File: src/rtl/plab2_proc_mem_arbiter.sv
// plab2_proc_mem_arbiter: merges imem/dmem request streams into one memory port and routes responses back; define PLAB2_PROC_MEM_ARB_RR_EN for round-robin, otherwise fixed dmem-over-imem priority
module plab2_proc_mem_arbiter #(
  parameter int p_max_outs = 4
) (
  input  logic        clk,
  input  logic        reset,
  input  logic [76:0] imemreq_msg,
  input  logic        imemreq_val,
  output logic        imemreq_rdy,
  input  logic [76:0] dmemreq_msg,
  input  logic        dmemreq_val,
  output logic        dmemreq_rdy,
  output logic [76:0] memreq_msg,
  output logic        memreq_val,
  input  logic        memreq_rdy,
  input  logic [46:0] memresp_msg,
  input  logic        memresp_val,
  output logic        memresp_rdy,
  output logic [46:0] imemresp_msg,
  output logic        imemresp_val,
  input  logic        imemresp_rdy,
  output logic [46:0] dmemresp_msg,
  output logic        dmemresp_val,
  input  logic        dmemresp_rdy,
  input  logic        sd
);
  localparam logic PREF_I = 1'b0;
  localparam logic PREF_D = 1'b1;
  localparam logic [2:0] max_c = 3'(p_max_outs);
  logic [2:0] i_cnt, d_cnt;
  logic state, state_n, val_q, live, pref_d;
  logic [76:0] msg_q;
  logic i_elig, d_elig, can_acc, grant;
  logic go, src, i_drop, d_drop, i_dec, d_dec;
  logic [46:0] resp_msg;
  logic [2:0] unused_bits;
  assign unused_bits = {sd, imemreq_msg[73], dmemreq_msg[73]};
  assign i_elig = imemreq_val && i_cnt != max_c;
  assign d_elig = dmemreq_val && d_cnt != max_c;
  assign can_acc = reset && (!val_q || memreq_rdy);
`ifdef PLAB2_PROC_MEM_ARB_RR_EN
  assign pref_d = state == PREF_D;
  assign state_n = (can_acc && i_elig && d_elig) ? ~state : state;
`else
  logic unused_state;
  assign unused_state = state;
  assign pref_d = 1'b1;
  assign state_n = PREF_I;
`endif
  assign imemreq_rdy = can_acc && i_elig && (!d_elig || !pref_d);
  assign dmemreq_rdy = can_acc && d_elig && (!i_elig || pref_d);
  assign grant = imemreq_rdy || dmemreq_rdy;
  assign memreq_val = reset && val_q;
  assign memreq_msg = msg_q;
  assign go = reset && live;
  assign src = memresp_msg[43];
  assign i_drop = !go || i_cnt == 3'd0;
  assign d_drop = !go || d_cnt == 3'd0;
  assign resp_msg = {memresp_msg[46:44], 1'b0, memresp_msg[42:0]};
  assign imemresp_msg = resp_msg;
  assign dmemresp_msg = resp_msg;
  assign imemresp_val = memresp_val && !src && !i_drop;
  assign dmemresp_val = memresp_val && src && !d_drop;
  assign memresp_rdy = src ? (d_drop || dmemresp_rdy) : (i_drop || imemresp_rdy);
  assign i_dec = imemresp_val && imemresp_rdy;
  assign d_dec = dmemresp_val && dmemresp_rdy;
  // control state: pipe valid, per-source outstanding counters, arbitration preference
  always_ff @(posedge clk)
    if (!reset) begin
      val_q <= 1'b0;
      i_cnt <= 3'd0;
      d_cnt <= 3'd0;
      state <= PREF_I;
    end else begin
      val_q <= grant || (val_q && !memreq_rdy);
      i_cnt <= i_cnt + 3'(imemreq_rdy) - 3'(i_dec);
      d_cnt <= d_cnt + 3'(dmemreq_rdy) - 3'(d_dec);
      state <= state_n;
    end
  // pipe payload with the source tag folded into opaque[7]; held while stalled
  always_ff @(posedge clk)
    if (grant) msg_q <= dmemreq_rdy ? {dmemreq_msg[76:74], 1'b1, dmemreq_msg[72:0]}
                                    : {imemreq_msg[76:74], 1'b0, imemreq_msg[72:0]};
  // low for the first cycle after reset so responses stay quiet then
  always_ff @(posedge clk)
    live <= reset;
endmodule

File: config.mk
export PLATFORM = sky130hd
export DESIGN_NAME = plab2_proc_mem_arbiter
export DESIGN_NICKNAME = d
export VERILOG_FILES = /design/src/rtl/plab2_proc_mem_arbiter.sv
export SDC_FILE = /design/constraint.sdc
export NUM_CORES = 1
export LEC_CHECK = 0
export BUFFER_PORTS_ARGS = -buffer_cell sky130_fd_sc_hd__buf_2
export CAP_MARGIN = 20
export CORE_AREA = 4 4 147 149
export CTS_CLUSTER_DIAMETER = 150
export DETAILED_ROUTE_END_ITERATION = 10
export DIE_AREA = 0 0 151 153
export PLACE_DENSITY = 0.53
export SLEW_MARGIN = 20
export SYNTH_ARGS = -nofsm -noshare
export SYNTH_HDL_FRONTEND = slang
export SYNTH_SLANG_ARGS = --single-unit
File: constraint.sdc
create_clock -name clk -period 6.9 [get_ports clk]
set_input_delay 0.345 -clock clk [delete_from_list [all_inputs] [get_ports clk]]
set_output_delay 0.345 -clock clk [all_outputs]
set_load 0.01 [all_outputs]
# Word level (Yosys, flattened, before mapping)
# Index checks and enable logic that the tools add are counted.
[totals]
reg_bits = 85
latch_bits = 0
ramBits = 0
mem_bits_ro = 0
inputBits = 210
wordCells = 44
n_memories = 0
[classes]
add_sub_neg = 4
mul = 0
div = 0
order_cmp = 0
eq_ne = 2
shift = 0
n_mux = 2
bitwise_logic = 0
reduce_logical = 31
[ops]
columns = ["cell", "count"]
rows = [
  ["two-way mux 77 bit", 1],
  ["logical AND 1 bit", 15],
  ["logical NOT 1 bit", 7],
  ["logical OR 1 bit", 7],
  ["adder 3 x 1 -> 3 bit", 2],
  ["logical NOT 3 bit", 2],
  ["inequality test 3 bit, second input constant", 2],
  ["subtractor 3 x 1 -> 3 bit", 2],
  ["two-way mux 1 bit", 1],
]

# Depth between registers and ports, before layout
# Gate-level depths: netlist of the first run.
[logic_depth]
word_depth = 7
mapped_depth = 11
mapped_depth_nobuf = 10

# Worst setup path before layout of the first run
# No wires, ideal clock.
[synth_path]
kind = "input -> register"
startpoint = "input port reset"
endpoint = "register msg_q[0], in the netlist memreq_msg[0] (enable)"
t_arrival_ps = 4420
t_required_ps = 6362
setup_slack_ps = 1943
path_stages = 3
n_path_buf = 1
path_cell_list = "clkbuf_1 nand2_1 a21oi_1"
[synth_via]
elab_chain_len = 4
elab_cells_between_ends = 5
cone_classes = "reduce/logical: 5"
[synth_rtl]
columns = ["item", "line_no", "rtl"]
rows = [
  ["from (decl)", "6", "input logic reset,"],
  ["logical AND 1 bit (*)", "40", "assign can_acc = reset && (!val_q || memreq_rdy);"],
  ["logical AND 1 bit (2 in a row)", "50", "assign imemreq_rdy = can_acc && i_elig && (!d_elig || !pref_d);"],
  ["logical OR 1 bit (*)", "52", "assign grant = imemreq_rdy || dmemreq_rdy;"],
  ["named net grant", "33", "logic i_elig, d_elig, can_acc, grant;"],
  ["to (signal assigned)", "82", "if (grant) msg_q <= dmemreq_rdy ? {dmemreq_msg[76:74], 1'b1, dmemreq_msg[72:0]}"],
  ["to (decl)", "32", "logic [76:0] msg_q;"],
]
# Mark *: on every way through the listed nets, which the timed path passes. The rest lies on a longest branch.
# A chain may end at the register's enable or synchronous reset.

# Worst setup path in the final report of the first run
[layout_path]
startpoint = "register d_cnt[1]"
endpoint = "output port dmemreq_rdy"
[layout_via]
elab_chain_len = 3
[layout_rtl]
columns = ["item", "line_no", "rtl"]
rows = [
  ["from (decl)", "30", "logic [2:0] i_cnt, d_cnt;"],
  ["from (signal assigned)", "77", "d_cnt <= d_cnt + 3'(dmemreq_rdy) - 3'(d_dec);"],
  ["inequality test 3 bit", "39", "assign d_elig = dmemreq_val && d_cnt != max_c;"],
  ["logical AND 1 bit", "39", ""],
  ["logical AND 1 bit", "51", "assign dmemreq_rdy = can_acc && d_elig && (!i_elig || pref_d);"],
  ["to (decl)", "12", "output logic dmemreq_rdy,"],
]
# Every way passes these cells.

==> results of run 1 <==
-- placed cells by master, fill, tap and decap left out, types with 2 or more instances in the layout --
cell type,synthesis,layout
buf_2,4,243
edfxtp_1,77,77
mux2_2,47,47
mux2_4,29,29
inv_1,10,10
clkbuf_16,0,9
dfxtp_1,8,8
and2_1,7,7
nor3_1,4,4
nor2_1,4,4
ha_1,4,4
nand2_1,3,3
inv_6,0,3
and3_1,2,2
xor2_1,2,2
fa_1,2,2
conb_1,1,2
buf_4,94,2
-- layer usage --
metal	GRT usage (%)	routed length, microns
met5	0	0
met4	3.76	215
met3	4.56	1680
met1	9.10	4010
met2	22.3	7720
-- stage by stage --
stage | area [sq um] | hold slack [ns] | util [%]
floorplan | 4570 | 0.373 | -
global placement | 5350 | 0.517 | 26.5
detailed placement | 5350 | 0.539 | 26.5
CTS | 5660 | 0.210 | 28.0
global route | 5680 | 0.219 | 28.2
finish | 5680 | 0.247 | 28.2
-- how the worst max path moves through the flow --
stage                   startpoint                        to  slack, ns
6_report       d_cnt[1]$_SDFF_PN0_               dmemreq_rdy       4.13
5_1_grt        d_cnt[1]$_SDFF_PN0_               dmemreq_rdy       3.95
3_3_place_gp                 reset  memreq_msg[41]$_DFFE_PP_       4.28
3_5_place_dp                 reset  memreq_msg[23]$_DFFE_PP_       4.23
2_1_floorplan                reset   memreq_msg[0]$_DFFE_PP_       1.94
4_1_cts        d_cnt[1]$_SDFF_PN0_               dmemreq_rdy       4.04
-- power groups by stage --
stage | registers, mW | logic, mW | clock network, mW
floorplan | 0.661 | 0.156 | 0
global placement | 0.636 | 0.215 | 0
finish | 0.625 | 0.218 | 0.503
detailed placement | 0.638 | 0.220 | 0
CTS | 0.627 | 0.221 | 0.529
global route | 0.629 | 0.238 | 0.549
-- final cells by class --
| cell class | instances | area (sq um) |
|---|---|---|
| fillers | 2094 | 14500 |
| flip-flops and latches | 85 | 2470 |
| multi-input cells | 117 | 1270 |
| repair buffers | 246 | 1260 |
| well taps | 270 | 338 |
| clock buffers | 9 | 225 |
| clock inverters | 7 | 80.1 |
| inverters | 10 | 37.5 |
-- synth_stat cells, drive strengths merged --
| cell | n | area [sq um] |
|---|---|---|
| mux2 | 76 | 965 |
| buf | 103 | 793 |
| nor2 | 4 | 15.0 |
| nor3b | 1 | 7.51 |
| clkbuf | 1 | 3.75 |
| and3 | 2 | 12.5 |
| and2 | 7 | 43.8 |
| ha | 4 | 50.1 |
| xor2 | 2 | 17.5 |
| nand2 | 3 | 11.3 |
| nand3 | 1 | 5.00 |
| edfxtp | 77 | 2310 |
| conb | 1 | 3.75 |
| fa | 2 | 40.0 |
| nor3 | 4 | 20.0 |
| and4 | 1 | 11.3 |
| xnor2 | 1 | 8.76 |
| a21oi | 2 | 10.0 |
| a31oi | 1 | 6.26 |
| o31ai | 1 | 7.51 |
| nand2b | 1 | 6.26 |
| o21a | 1 | 7.51 |
| inv | 10 | 37.5 |
| dfxtp | 8 | 160 |
| or3b | 1 | 8.76 |
-- state kept, by name, summed over array words and instances (netlist names) --
| signal | cells |
|---|---|
| d_cnt | 3 |
| i_cnt | 3 |
| live | 1 |
| val_q | 1 |
| memreq_msg | 77 |
-- critical path, cell delays in order, from the launching register on --
cell and delay (ns):
dfxtp_1 0.40, or3b_1 0.16, and4_4 0.64, buf_4 0.61
buf_2 0.25
-- logic make-up after synthesis --
kind of cell / count (synthesis) / share of synthesized area [%]
flip-flops: 85 / 54.2
multiplexers: 76 / 21.1
XOR/XNOR: 3 / 0.576
other: 1 / 0.0822
adder cells (fa/ha/maj): 6 / 1.97
AO/OA/AOI/OAI: 5 / 0.686
AND/OR/NAND/NOR: 25 / 3.10
buffers and inverters: 114 / 18.3
==> impl_metrics.py, run 1 <==
metrics = {
    "die": {
        "num_rows": 52,
        "dieArea_sq_um": 23100,
        "coreArea_sq_um": 20200,
        "ios": 387,
        "fp.dieH_microns": 153,
        "die_x_microns": 151,
        "initial_utilization_pct": 22.6,
    },
    "worst_setup_path": {
        "end_kind": "output pin",
        "crit_path_start_kind": "flip-flop",
        "r2r_slack_ns": 4.41,
        "crit_required_ns": 6.55,
        "timing.rr.start": "d_cnt[1]$_SDFF_PN0_",
        "regToRegEndpoint": "memreq_msg[1]$_DFFE_PP_",
        "path_class": "flip-flop to output pin",
        "arrival_ns": 2.42,
        "r2r_cells": 4,
        "cp_max_fo": 45,
    },
    "power": {
        "leakagePower_nw": 2.49,
        "power_mw": 1.35,
        "switching_power_uw": 330,
        "p_comb_share_pct": 16.2,
        "p_clk_share_pct": 37.3,
        "p_per_area_nw_per_um2": 237,
        "ir_worst_vdd_mv": 0.0939,
        "swShare_pct": 24.5,
        "p_seq_share_pct": 46.4,
        "p_int_mw": 1.02,
    },
    "route": {
        "drtAntennaViolNets": 0,
        "finalWirelength_microns": 13600,
        "viasPerCell": 3.84,
        "drc": 0,
        "drt-pass1-iter-count": 4,
        "vias": 2857,
        "wl_per_cell_microns": 18.3,
        "drtIter0Drc": 57,
    },
    "layout": {
        "final_nets": 685,
        "synthToLayoutAreaGrowth_pct": 24.5,
        "fin_cells": 744,
        "antenna_cells": 0,
        "drive_above_1_share_pct": 71.7,
    },
    "clock_network": {
        "htreeDepth": 3,
        "cts_root_buf": "clkbuf_16",
        "insertion_delay_ns": 0.34,
        "cts_buffer_depth": 2,
        "cts_made_buffers": 9,
        "post_cts_resized": 0,
        "hold_buffers": 0,
        "cts.sinks": 85,
        "clkTransAtPathRegs_ns": 0.07,
        "cts_tree": "built",
        "cts_setup_buffers": 0,
    },
    "worst_hold_path": {
        "hold_class": "input port to flip-flop",
        "min_path_cells": 1,
        "hold_end": "live$_DFF_P_",
        "min_from": "reset",
    },
    "timing": {
        "finalSetupViolations": 0,
        "maxSlewHeadroom_pct": 58.5,
        "tns_ns": 0,
        "slew_viol_final": 0,
        "tightest_slew_ns": 0.623,
        "finalCriticalPeriod_ns": 2.77,
        "timing.final.crit_share_pct": 40.1,
        "timing.fmax_ghz": 0.361,
        "final-hold-violation-count": 0,
        "skew_ns": 0.0118,
        "setup_ws_ns": 4.13,
        "rsz0062_at_grt": "no",
    },
    "placed_design": {
        "dp_hpwl_microns": 11400,
        "placedCellCount": 727,
        "port_buffers": 243,
        "gp_congestion": 0.752,
        "pre_cts_ws_ns": 4.23,
    },
    "outcome": {
        "status": "finished clean",
    },
    "global_route": {
        "grt.overflow.total": 0,
        "grt_pass1_wl_microns": 18700,
        "grt_max_degree": 49,
        "antenna_found_initial": 0,
        "grt_pass1_vias": 3109,
        "grtUsageTotal_pct": 11.0,
    },
    "yosys": {
        "syn_avg_cell_area_sq_um": 14.5,
        "ys_seq_elements": 85,
        "ys_seq_area_share_pct": 54.2,
        "synth_cells": 315,
        "synth_cell_type_count": 29,
        "yosys_warnings": 0,
        "syn-cell-area_sq_um": 4560,
    },
    "run": {
        "drv_cap": 0,
    },
}
(Power assumes the default switching activity.)
==> inputs of run 2 (changes only) <==
Settings changed: ABC_AREA set to 1, CORE_AREA 4 4 147 149 to 4 4 150 152, DIE_AREA 0 0 151 153 to 0 0 154 156, PLACE_DENSITY 0.53 to 0.51.
Clock period 6.9 ns to 2.9 ns, I/O delays scaled along.
==> run 2 against run 1 <==
Register-to-register slack got worse by 3.5 ns. First-iteration DRC count rose to 4.1 times the previous value. Design area down 1.3%. Combinational power up 150%. Synthesized cell count is 57% higher. Clock power up 130%. Area after synthesis is 1.4% lower. Critical path depth is 2 higher. Power is 140% higher. Highest routed layer unchanged.
==> impl_metrics.py, run 2 <==
metrics = {
    "outcome": {
        "status": "finished clean",
    },
    "clock_network": {
        "cts_setup_buffers": 0,
        "htreeDepth": 3,
        "insertion_delay_ns": 0.34,
        "hold_buffers": 0,
        "post_cts_resized": 0,
        "cts_root_buf": "clkbuf_16",
        "cts_buffer_depth": 2,
        "clkTransAtPathRegs_ns": 0.07,
        "cts_tree": "built",
        "cts.sinks": 85,
        "cts_made_buffers": 9,
    },
    "power": {
        "ir_worst_vdd_mv": 0.209,
        "power_mw": 3.21,
        "p_per_area_nw_per_um2": 572,
        "leakagePower_nw": 2.82,
    },
    "route": {
        "drc": 0,
        "wl_per_cell_microns": 16.4,
        "viasPerCell": 3.77,
        "drtIter0Drc": 236,
        "vias": 3483,
        "drt-pass1-iter-count": 6,
        "drtAntennaViolNets": 0,
        "finalWirelength_microns": 15100,
    },
    "yosys": {
        "synth-async-reset-ratio_pct": 0,
        "synth_cells": 494,
        "ys_seq_area_share_pct": 54.9,
        "yosysTopAreaCellShare_pct": 51.4,
        "ys_seq_elements": 85,
        "synth_area_leaders": "edfxtp_1 51%, nand2_1 21%, buf_4 16%",
        "synth_edf_count": 77,
        "syn_avg_cell_area_sq_um": 9.11,
        "yosys_most_used_dff": "edfxtp_1",
        "yosys_warnings": 0,
        "synth_cell_type_count": 22,
        "yosysTopAreaCell": "edfxtp_1",
        "yosysMostFrequentCell": "nand2_1",
        "yosys-top-cells-count": "246 x nand2_1, 94 x buf_4, 77 x edfxtp_1",
        "syn-cell-area_sq_um": 4500,
    },
    "global_route": {
        "grt_pass1_wl_microns": 21200,
        "grt_pass1_vias": 3333,
        "antenna_found_initial": 0,
        "grtUsageTotal_pct": 11.9,
        "grt.overflow.total": 0,
        "grt_max_degree": 66,
    },
    "timing": {
        "finalSetupViolations": 0,
        "slew_viol_final": 0,
        "maxSlewHeadroom_pct": 52.0,
        "tns_ns": 0,
        "rsz0062_at_grt": "no",
        "tightest_slew_ns": 0.721,
        "finalCriticalPeriod_ns": 2.04,
        "skew_ns": 0.0124,
        "timing.fmax_ghz": 0.491,
        "worst_hold_slack_ns": 0.0318,
        "timing.final.crit_share_pct": 70.3,
        "final-hold-violation-count": 0,
    },
    "layout": {
        "drive_above_1_share_pct": 41.1,
        "fin_util_pct": 26.7,
        "antenna_cells": 0,
        "layout_commonest_cell": "nand2_1",
        "synthToLayoutAreaGrowth_pct": 24.6,
        "num-fill-cells": 2301,
        "final_cell_mix": "246 x nand2_1, 243 x buf_2, 77 x edfxtp_1, 22 x inv_1, 9 x clkbuf_16",
        "largest_reg_flops": 77,
        "final_nets": 860,
    },
    "placed_design": {
        "dp_hpwl_microns": 12200,
        "gp_congestion": 0.799,
        "port_buffers": 243,
    },
    "die": {
        "initial_utilization_pct": 21.4,
        "dieArea_sq_um": 24000,
        "num_rows": 53,
        "coreArea_sq_um": 21000,
        "die_x_microns": 154,
        "ios": 387,
        "fp.dieH_microns": 156,
    },
    "worst_setup_path": {
        "cp_max_fo": 42,
        "path_class": "flip-flop to output pin",
        "critPathBufInv": 4,
        "r2r_slack_ns": 0.89,
        "arrival_ns": 1.89,
        "slowest_delay_ns": 0.38,
        "crit_slowest_cell": "buf_4",
        "crit_path_start_kind": "flip-flop",
        "path_delay_family": "buffers and inverters",
        "end_kind": "output pin",
        "crit_required_ns": 2.76,
        "worstPathCellList": "inv_1 > nand3_1 > nand3_4 > inv_2 > buf_4 > buf_2",
    },
    "run": {
        "drv_cap": 0,
    },
    "worst_hold_path": {
        "hold_class": "input port to flip-flop",
    },
}
## run 2: changes by cell type in the layout (fill, tap and decap cells not counted), sizes merged, moves of 4 or more
cell	previous run	this run
o21ai	0	4
inv	14	25
mux2	76	0
and2	7	0
nand2	3	246
## run 2: cells by family after synthesis
logic type / synth area share (%)
other: 0.0833
AND/OR/NAND/NOR: 22.1
flip-flops: 54.9
adder cells (fa/ha/maj): 2.00
AO/OA/AOI/OAI: 1.00
buffers and inverters: 19.9
## run 2: power by group
| part | switching [mW] | internal, mW |
|---|---|---|
| sequential | 0.0270 | 1.48 |
| combinational | 0.328 | 0.211 |
| clock | 0.487 | 0.670 |
| total | 0.842 | 2.37 |
## run 2: layer usage
layer  share of wire [%]  GRT usage (%)
met1                  32           11.1
met2                  53           22.2
met3                  13           5.85
met4                 2.5           4.67
met5                   0              0
## run 2: cell type report
type	instances	area (sq um)	share of cell area [%]
Sequential cell	85	2470	44.1
Timing Repair Buffer	248	1250	22.4
Multi-Input combinational cell	276	1160	20.6
Tap cell	275	344	6.14
Clock buffer	11	233	4.15
Inverter	24	90.1	1.61
Clock inverter	5	58.8	1.05
## run 2: path summary, 6_finish.rpt
check / start / end / cells after the start
max: d_cnt[1]$_SDFF_PN0_ / dmemreq_rdy / 6
min: reset / live$_DFF_P_ / 1
max reg2reg: i_cnt[1]$_SDFF_PN0_ / i_cnt[2]$_SDFF_PN0_ / 11
min reg2reg: val_q$_SDFF_PN0_ / val_q$_SDFF_PN0_ / 2
## run 2: through the flow
step / setup WS [ns] / instances / cell area [sq um]
final: 0.862 / 924 / 5610
after CTS: 0.776 / 924 / 5610
after detailed placement: 0.897 / 908 / 5320
after global routing: 0.633 / 924 / 5610
after floorplan: 0.508 / 495 / 4520
after global placement: 0.859 / 908 / 5320
